$ cat config.mk
export PLATFORM = sky130hd
export DESIGN_NAME = step_scheduler
export DESIGN_NICKNAME = d
export VERILOG_FILES = /design/src/rtl/seq_pkg.sv /design/src/rtl/gate_timer.sv /design/src/rtl/step_scheduler.sv
export SDC_FILE = /design/constraint.sdc
export NUM_CORES = 1
export LEC_CHECK = 0
export ABC_CLOCK_PERIOD_IN_PS = 3900
export BUFFER_PORTS_ARGS = -buffer_cell sky130_fd_sc_hd__buf_2
export CAP_MARGIN = 20
export CELL_PAD_IN_SITES_DETAIL_PLACEMENT = 1
export CELL_PAD_IN_SITES_GLOBAL_PLACEMENT = 2
export CORE_MARGIN = 2
export CORE_UTILIZATION = 37
export DETAILED_ROUTE_END_ITERATION = 6
export PLACE_DENSITY_LB_ADDON = 0.1
export SLEW_MARGIN = 10
export SYNTH_ARGS = -nofsm -noshare
export SYNTH_HDL_FRONTEND = slang
export SYNTH_SLANG_ARGS = --single-unit
$ cat constraint.sdc
create_clock -name CLOCK_50 -period 3.9 [get_ports CLOCK_50]
set_input_delay 0.78 -clock CLOCK_50 [delete_from_list [all_inputs] [get_ports CLOCK_50]]
set_output_delay 0.78 -clock CLOCK_50 [all_outputs]
set_load 0.02 [all_outputs]
$ cat src/rtl/seq_pkg.sv
// Shared types and constants for the drum step scheduler.
// Holds the FSM state encoding and the tempo clamp helper.
package seq_pkg;

   typedef enum logic {
      IDLE = 1'b0,
      RUN  = 1'b1
   } state_t;

   localparam int TEMPO_W       = 24;
   localparam int MIN_TICKS_DEF = 16;

   // A step must last at least lo clocks so trig/strobe never merge into a level.
   function automatic logic [TEMPO_W-1:0] clamp_tempo(input logic [TEMPO_W-1:0] t,
                                                      input logic [TEMPO_W-1:0] lo);
      return (t < lo) ? lo : t;
   endfunction

endpackage

$ cat src/rtl/gate_timer.sv
// Per-track gate: high for GATE_CYCLES clocks starting with the load cycle.
// A load while high restarts the count, so the gate stays high across retriggers.
module gate_timer #(
   parameter int GATE_CYCLES = 2_500_000
) (
   input  logic CLOCK_50,
   input  logic reset,
   input  logic clear,
   input  logic load,
   output logic gate
);

   localparam int CW = $clog2(GATE_CYCLES + 1);

   logic [CW-1:0] cnt;

   always_ff @(posedge CLOCK_50) begin
      if (reset || clear) begin
         cnt <= '0;
      end else if (load) begin
         cnt <= CW'(GATE_CYCLES);
      end else if (cnt != '0) begin
         cnt <= cnt - CW'(1);
      end
   end

   assign gate = (cnt != '0);

endmodule

$ cat src/rtl/step_scheduler.sv
// Pattern-driven step scheduler: TRACKS x STEPS pattern, programmable tempo,
// one-cycle triggers and fixed-length gates per active track.
module step_scheduler
   import seq_pkg::*;
#(
   parameter int STEPS       = 16,
   parameter int TRACKS      = 4,
   parameter int GATE_CYCLES = 2_500_000,
   parameter int MIN_TICKS   = MIN_TICKS_DEF
) (
   input  logic                      CLOCK_50,
   input  logic                      reset,
   input  logic                      run,
   input  logic [TEMPO_W-1:0]        tempo_ticks,
   input  logic                      wr_en,
   input  logic [$clog2(TRACKS)-1:0] wr_track,
   input  logic [$clog2(STEPS)-1:0]  wr_step,
   input  logic                      wr_val,
   input  logic [$clog2(STEPS)-1:0]  rd_step,
   output logic [TRACKS-1:0]         rd_col,
   output logic [$clog2(STEPS)-1:0]  step_idx,
   output logic                      step_strobe,
   output logic [TRACKS-1:0]         trig,
   output logic [TRACKS-1:0]         gate,
   output logic                      playing
);

   localparam int SW = $clog2(STEPS);

   state_t                   state, state_nx;
   logic [TEMPO_W-1:0]       tick_cnt, tempo_lat;
   logic [TRACKS-1:0][STEPS-1:0] pattern;
   logic                     start, advance, stop;
   logic [SW-1:0]            next_step;
   logic [TRACKS-1:0]        trig_nx;

   // Stop has priority over a step boundary falling in the same cycle.
   always_comb begin
      state_nx = state;
      start    = 1'b0;
      advance  = 1'b0;
      stop     = 1'b0;
      case (state)
         IDLE: begin
            if (run) begin
               state_nx = RUN;
               start    = 1'b1;
            end
         end
         RUN: begin
            if (!run) begin
               state_nx = IDLE;
               stop     = 1'b1;
            end else if (tick_cnt == tempo_lat - TEMPO_W'(1)) begin
               advance = 1'b1;
            end
         end
         default: state_nx = IDLE;
      endcase
   end

   // Triggers read the pattern before this edge's write lands.
   always_comb begin
      next_step = start ? '0 : step_idx + SW'(1);
      trig_nx   = '0;
      for (int t = 0; t < TRACKS; t++) begin
         trig_nx[t] = (start | advance) & pattern[t][next_step];
      end
   end

   always_ff @(posedge CLOCK_50) begin
      if (reset) begin
         state <= IDLE;
      end else begin
         state <= state_nx;
      end
   end

   always_ff @(posedge CLOCK_50) begin
      if (reset) begin
         tick_cnt    <= '0;
         tempo_lat   <= TEMPO_W'(MIN_TICKS);
         step_idx    <= '0;
         step_strobe <= 1'b0;
         trig        <= '0;
      end else begin
         step_strobe <= start | advance;
         trig        <= trig_nx;
         if (start || advance) begin
            tick_cnt  <= '0;
            step_idx  <= next_step;
            tempo_lat <= clamp_tempo(tempo_ticks, TEMPO_W'(MIN_TICKS));
         end else if (state == RUN && !stop) begin
            tick_cnt <= tick_cnt + TEMPO_W'(1);
         end
      end
   end

   always_ff @(posedge CLOCK_50) begin
      if (reset) begin
         pattern <= '0;
         rd_col  <= '0;
      end else begin
         if (wr_en) begin
            pattern[wr_track][wr_step] <= wr_val;
         end
         for (int t = 0; t < TRACKS; t++) begin
            rd_col[t] <= pattern[t][rd_step];
         end
      end
   end

   assign playing = (state == RUN);

   for (genvar t = 0; t < TRACKS; t++) begin : g_gate
      gate_timer #(
         .GATE_CYCLES(GATE_CYCLES)
      ) u_gate (
         .CLOCK_50(CLOCK_50),
         .reset   (reset),
         .clear   (stop),
         .load    (trig_nx[t]),
         .gate    (gate[t])
      );
   end

endmodule

==> After elaboration in Yosys (flattened, before gate mapping) <==
Cells that the tools add are included.
{ "totals": {"regBits": 214, "latchBits": 0, "ramBits": 0, "rom_bits": 0, "input_bits": 39, "output_inout_bits": 18, "memories": 0} }
{ "classes": {"addsub": 7, "multipliers": 0, "n_div": 0, "order_cmp": 7, "n_eq_ne": 1, "shifts": 0, "muxes": 38, "n_bitwise": 5, "n_reduce_logical": 19} }
{ "ops": {"columns": ["op", "n"], "rows": [
  ["$mux 22", 8],
  ["$reduce_bool 22->1", 4],
  ["$sub 22x1->22 const B", 4],
  ["$bwmux 64", 1],
  ["$bmux 1 s4", 8],
  ["$demux 16 s2", 1],
  ["$add 24x1->24 const B", 1],
  ["$eq 24x24->1", 1],
  ["$lt 24x5->1 const B", 1],
  ["$mux 24", 1],
  ["$sub 24x1->24 const B", 1],
  ["$mux 1", 16],
  ["$mux 16", 1],
  ["$lt 4x5->1 const B", 3],
  ["$reduce_or 2->1", 5],
  ["$reduce_bool 2->1", 4],
  ["$add 4x1->4 const B", 1],
  ["$and 1x1->1", 4],
  ["$demux 1 s4", 1],
  ["$ge 4x1->1 const B", 1],
  ["$mux 4", 1],
  ["$logic_and 1x1->1", 3],
  ["$lt 2x3->1 const B", 1],
  ["$ge 2x1->1 const B", 1],
  ["3 further kinds", 4]
]} }

==> Logic depth before layout (Yosys ltp) <==
{ "depth": {"word_depth": 8, "mapped_depth": 12, "depth_no_buf": 10} }

==> Cells and area by module <==
From an unflattened synthesis, not the netlist that was laid out.
{ "unflattened": {"cells_unflattened": 1500, "area_unflattened_um2": 12545.8} }
{ "modules_own_cells": {"columns": ["module", "instances", "cells_per_inst", "area_per_inst_um2", "seq_area_each_um2"], "rows": [
  ["step_scheduler", 1, 904, 7235.7, 2522.4],
  ["gate_timer", 4, 149, 1327.5, 440.4]
]} }

==> Worst setup path before layout <==
OpenSTA, ideal clock, no wires.
{ "synth_path": {"kind": "register -> register", "from": "register tempo_lat[0]", "to": "register g_gate[2].u_gate.cnt[16]", "arrival_time_ps": 3113, "slack_ps": 672, "stages_incl_launch_ff": 12, "path_buffers": 1, "cell_sequence": "dfxtp_1 inv_1 ha_1 nor3b_1 nand2_1 nor4_1 xnor2_1 or4_4 or3_1 a221o_1 buf_6 and3_1"} }
{ "synth_between": {"elab_chain_cells": 8} }
{ "synth_lines": {"columns": ["element", "line_no", "text"], "rows": [
  ["start: declaration", "step_scheduler.sv:31", "logic [TEMPO_W-1:0] tick_cnt, tempo_lat;"],
  ["start signal: assignment", "step_scheduler.sv:82", "tempo_lat <= TEMPO_W'(MIN_TICKS);"],
  ["start signal: assignment", "step_scheduler.sv:92", "tempo_lat <= clamp_tempo(tempo_ticks, TEMPO_W'(MIN_TICKS));"],
  ["$sub 24x1->24", "step_scheduler.sv:54", "end else if (tick_cnt == tempo_lat - TEMPO_W'(1)) begin"],
  ["$eq 24x24->1", "step_scheduler.sv:54", null],
  ["$mux 1", "step_scheduler.sv:54", null],
  ["$mux 1", "step_scheduler.sv:51", "if (!run) begin"],
  ["$mux 1", "step_scheduler.sv:43", "case (state)"],
  ["$or 1x1->1", "step_scheduler.sv:67", "trig_nx[t] = (start | advance) & pattern[t][next_step];"],
  ["$and 1x1->1", "step_scheduler.sv:67", null],
  ["$reduce_or 2->1 (no line)", null, null],
  ["end signal: assignment", "gate_timer.sv:21", "cnt <= CW'(GATE_CYCLES);"],
  ["end signal: assignment", "gate_timer.sv:23", "cnt <= cnt - CW'(1);"],
  ["end: declaration", "gate_timer.sv:15", "logic [CW-1:0] cnt;"]
]} }
Every way passes these cells.
A chain may end at the register's enable or synchronous reset.

==> Final worst setup path <==
{ "layout_path": {"from": "register tempo_lat[0]", "to": "register g_gate[2].u_gate.cnt[6]"} }
Same word-level chain as after synthesis.

==> impl_metrics.toml <==
[synthesis]
ys_warn_count = 0
async_flop_share_pct = 0
synth-seq-cells = 214
synth.avg_cell_area_um2 = 8.13
ys_types = 63
syn_inst = 1370
synth_top_area_share_pct = 38.5
synth_area_um2 = 11100
synth-edff-count = 0
synth_compound_area_share_pct = 13.1
synthXorXnorAreaFrac_pct = 9.67
yosys-top-cells-area = "dfxtp_1 38%, nand2_1 5.6%, xnor2_1 5.6%, a21oi_1 5.6%, mux4_2 4.4%"
synth_top_family_by_area = "simple AND/OR/NAND/NOR gates"
synth_top_area_cell = "dfxtp_1"
syn_nets = 1416
synth-seq-area-share_pct = 38.5
synth_simple_gate_area_share_pct = 27.3
synth_fa_ha_area_share_pct = 0.786
synthFlopType = "dfxtp_1"
synthMuxAreaShare_pct = 6.28

[clocking]
cts_hold_buffers = 0
post_cts_resized = 0
cts_sinks = 214
clk_latency_ns = 0.54
htreeDepth = 1
cts_root_buffer = "clkbuf_16"
cts_buffers = 27
cts_tree = "yes"
postCtsSetupRepairBufs = 0
cts_max_path_buffers = 3
clk_pin_slew_ns = 0.06

[place]
routabilityCongestion = 0.785
dpl_cell_area_um2 = 11800
dp.cells = 1754
place_ws_ns = 0.148
dpl.hpwl_um = 23100
io_buffer_count = 56

[cells_and_area]
fillCellCount = 3574
final_nets = 1440
diodes = 0
utilization_pct = 43.1
final_common_cell = "dfxtp_1"
drive_gt1_share_pct = 13.8
fin_area_um2 = 12800
final_cell_count_no_fill = 1804
area_delta_synth_final_pct = 14.5
most-common-layout-cells = "214 x dfxtp_1, 166 x nand2_1, 123 x a21oi_1"

[floorplan]
coreArea_um2 = 29600
rows = 63
die_y_um = 178
die_x_um = 178
die_area_um2 = 31500
start_util_pct = 37.6
io_pins = 57

[power_and_ir_drop]
p_per_area_nw_per_um2 = 675
p_leak_nw = 4.75
peakVddDrop_mv = 0.325

[routing]
final_antenna_net_count = 0
routed_via_density = 5.50
drt-total-wl_um = 32900
first_pass_iters = 5
first_iter_violations = 465
vias = 9923
drcViolationCount = 0
routedWlPerCell_um = 18.2

[sta]
tightest_slew_ns = 1.03
setup_ws_ns = 0.295
fmax_mhz = 277
hold_viol_final = 0
final.period_utilization_pct = 92.4
relSlewSlack_pct = 30.8
min_period_ns = 3.61
rsz0062_at_grt = "no"
setup_viol = 0
fin_setup_tns_ns = 0
drv_slew = 0
fin_skew_ns = 0.0170

[worst_setup_path]
required_ns = 4.31
path_max_fanout = 23
path_class = "reg -> reg"
worstReg2RegEnd = "g_gate[2].u_gate.cnt[6]$_SDFFE_PP0P_"
crit_arrival_ns = 4.02
r2r_slack_ns = 0.29
ff2ff_path_depth = 10
r2r-start = "tempo_lat[0]$_SDFFE_PP0P_"
crit_path_end_kind = "register"
worstSetupStartpointType = "register"

[min_path]
min_to = "pattern[2]$_SDFFE_PP0P_"
hold_start = "pattern[2]$_SDFFE_PP0P_"
hp-class = "reg -> reg"
hold_depth = 2

[status]
status = "finished, final reports clean"

[global_routing]
grt_use_total_pct = 21.1
grt_overflow = 0
grt_pass1_vias = 9991
grt_pass1_wl_um = 54000
grt_max_degree = 53
antenna_found_initial = 0

[flow_run]
cap_violations = 0
-- Yosys cell counts, drive strengths merged (23+ instances only) --
master  count
or3        23
inv        26
nor2      112
dfxtp     214
nand3      96
nor3       62
clkbuf     73
and3       49
xnor2      71
o21ai      57
nor4       34
nand2     166
xor2       52
a21oi     125
-- report_power, final --
group          total (mW)  switching, mW  internal, mW  leakage [nW]
combinational        2.90           1.60          1.29          2.52
sequential           2.97          0.373          2.60          1.74
clock                2.74          0.982          1.76         0.493
total                8.61           2.96          5.65          4.75
-- layout make-up --
type	count	area, um^2	share of cell area (%)
clock inverters	12	188	1.47
repair buffers	87	513	4.02
well taps	390	488	3.82
multi-input cells	1038	6390	50.1
flip-flops and latches	214	4280	33.6
clock buffers	37	803	6.29
inverters	26	97.6	0.765
-- sequential cells by signal, summed over array words and instances (netlist names) --
| register | cells |
|---|---|
| trig | 4 |
| tempo_lat | 24 |
| g_gate.u_gate.cnt | 88 |
| playing | 1 |
| pattern | 64 |
| step_strobe | 1 |
| rd_col | 4 |
| tick_cnt | 24 |
| step_idx | 4 |
-- critical path, cell delays in order, from the launching register on --
cell and delay (ns):
dfxtp_1 0.36, inv_1 0.08, ha_1 0.20, nor3b_1 0.32, nand2_1 0.21, nor4_1 0.38, xnor2_1 0.12, or4_4 0.57
or3_1 0.39, a221o_2 0.60, and3_1 0.25
-- kinds of logic after synthesis --
| family | count (synthesis) |
|---|---|
| mux | 41 |
| simple gates | 615 |
| compound gates | 252 |
| xor+xnor | 123 |
| buf+inv | 118 |
| fa+ha+maj | 7 |
| flops | 214 |
-- routing by layer --
metal / part of all wire (%) / up-vias / track usage (%)
li1: - / 4898 / -
met1: 51 / 4847 / 30.4
met2: 44 / 133 / 34.2
met3: 3.3 / 45 / 2.16
met4: 1.7 / 0 / 4.41
met5: 0 / - / 0
-- through the flow --
step | hold slack (ns) | power (mW)
after floorplan | 0.441 | 5.29
after global placement | 0.454 | 5.86
after detailed placement | 0.468 | 5.91
after CTS | 0.478 | 8.72
after global routing | 0.496 | 9.24
final | 0.476 | 8.61
-- worst max-delay path by stage --
stage,endpoint,cells after the start,start
2_1_floorplan,g_gate[2].u_gate.cnt[16]$_SDFFE_PP0P_,11,tempo_lat[0]$_SDFFE_PP0P_
3_3_place_gp,g_gate[2].u_gate.cnt[19]$_SDFFE_PP0P_,8,tempo_lat[0]$_SDFFE_PP0P_
3_5_place_dp,g_gate[2].u_gate.cnt[19]$_SDFFE_PP0P_,10,tempo_lat[0]$_SDFFE_PP0P_
4_1_cts,g_gate[2].u_gate.cnt[2]$_SDFFE_PP0P_,10,tempo_lat[0]$_SDFFE_PP0P_
5_1_grt,g_gate[2].u_gate.cnt[6]$_SDFFE_PP0P_,10,tempo_lat[0]$_SDFFE_PP0P_
6_report,g_gate[2].u_gate.cnt[6]$_SDFFE_PP0P_,10,tempo_lat[0]$_SDFFE_PP0P_
(Power assumes the default switching activity.)
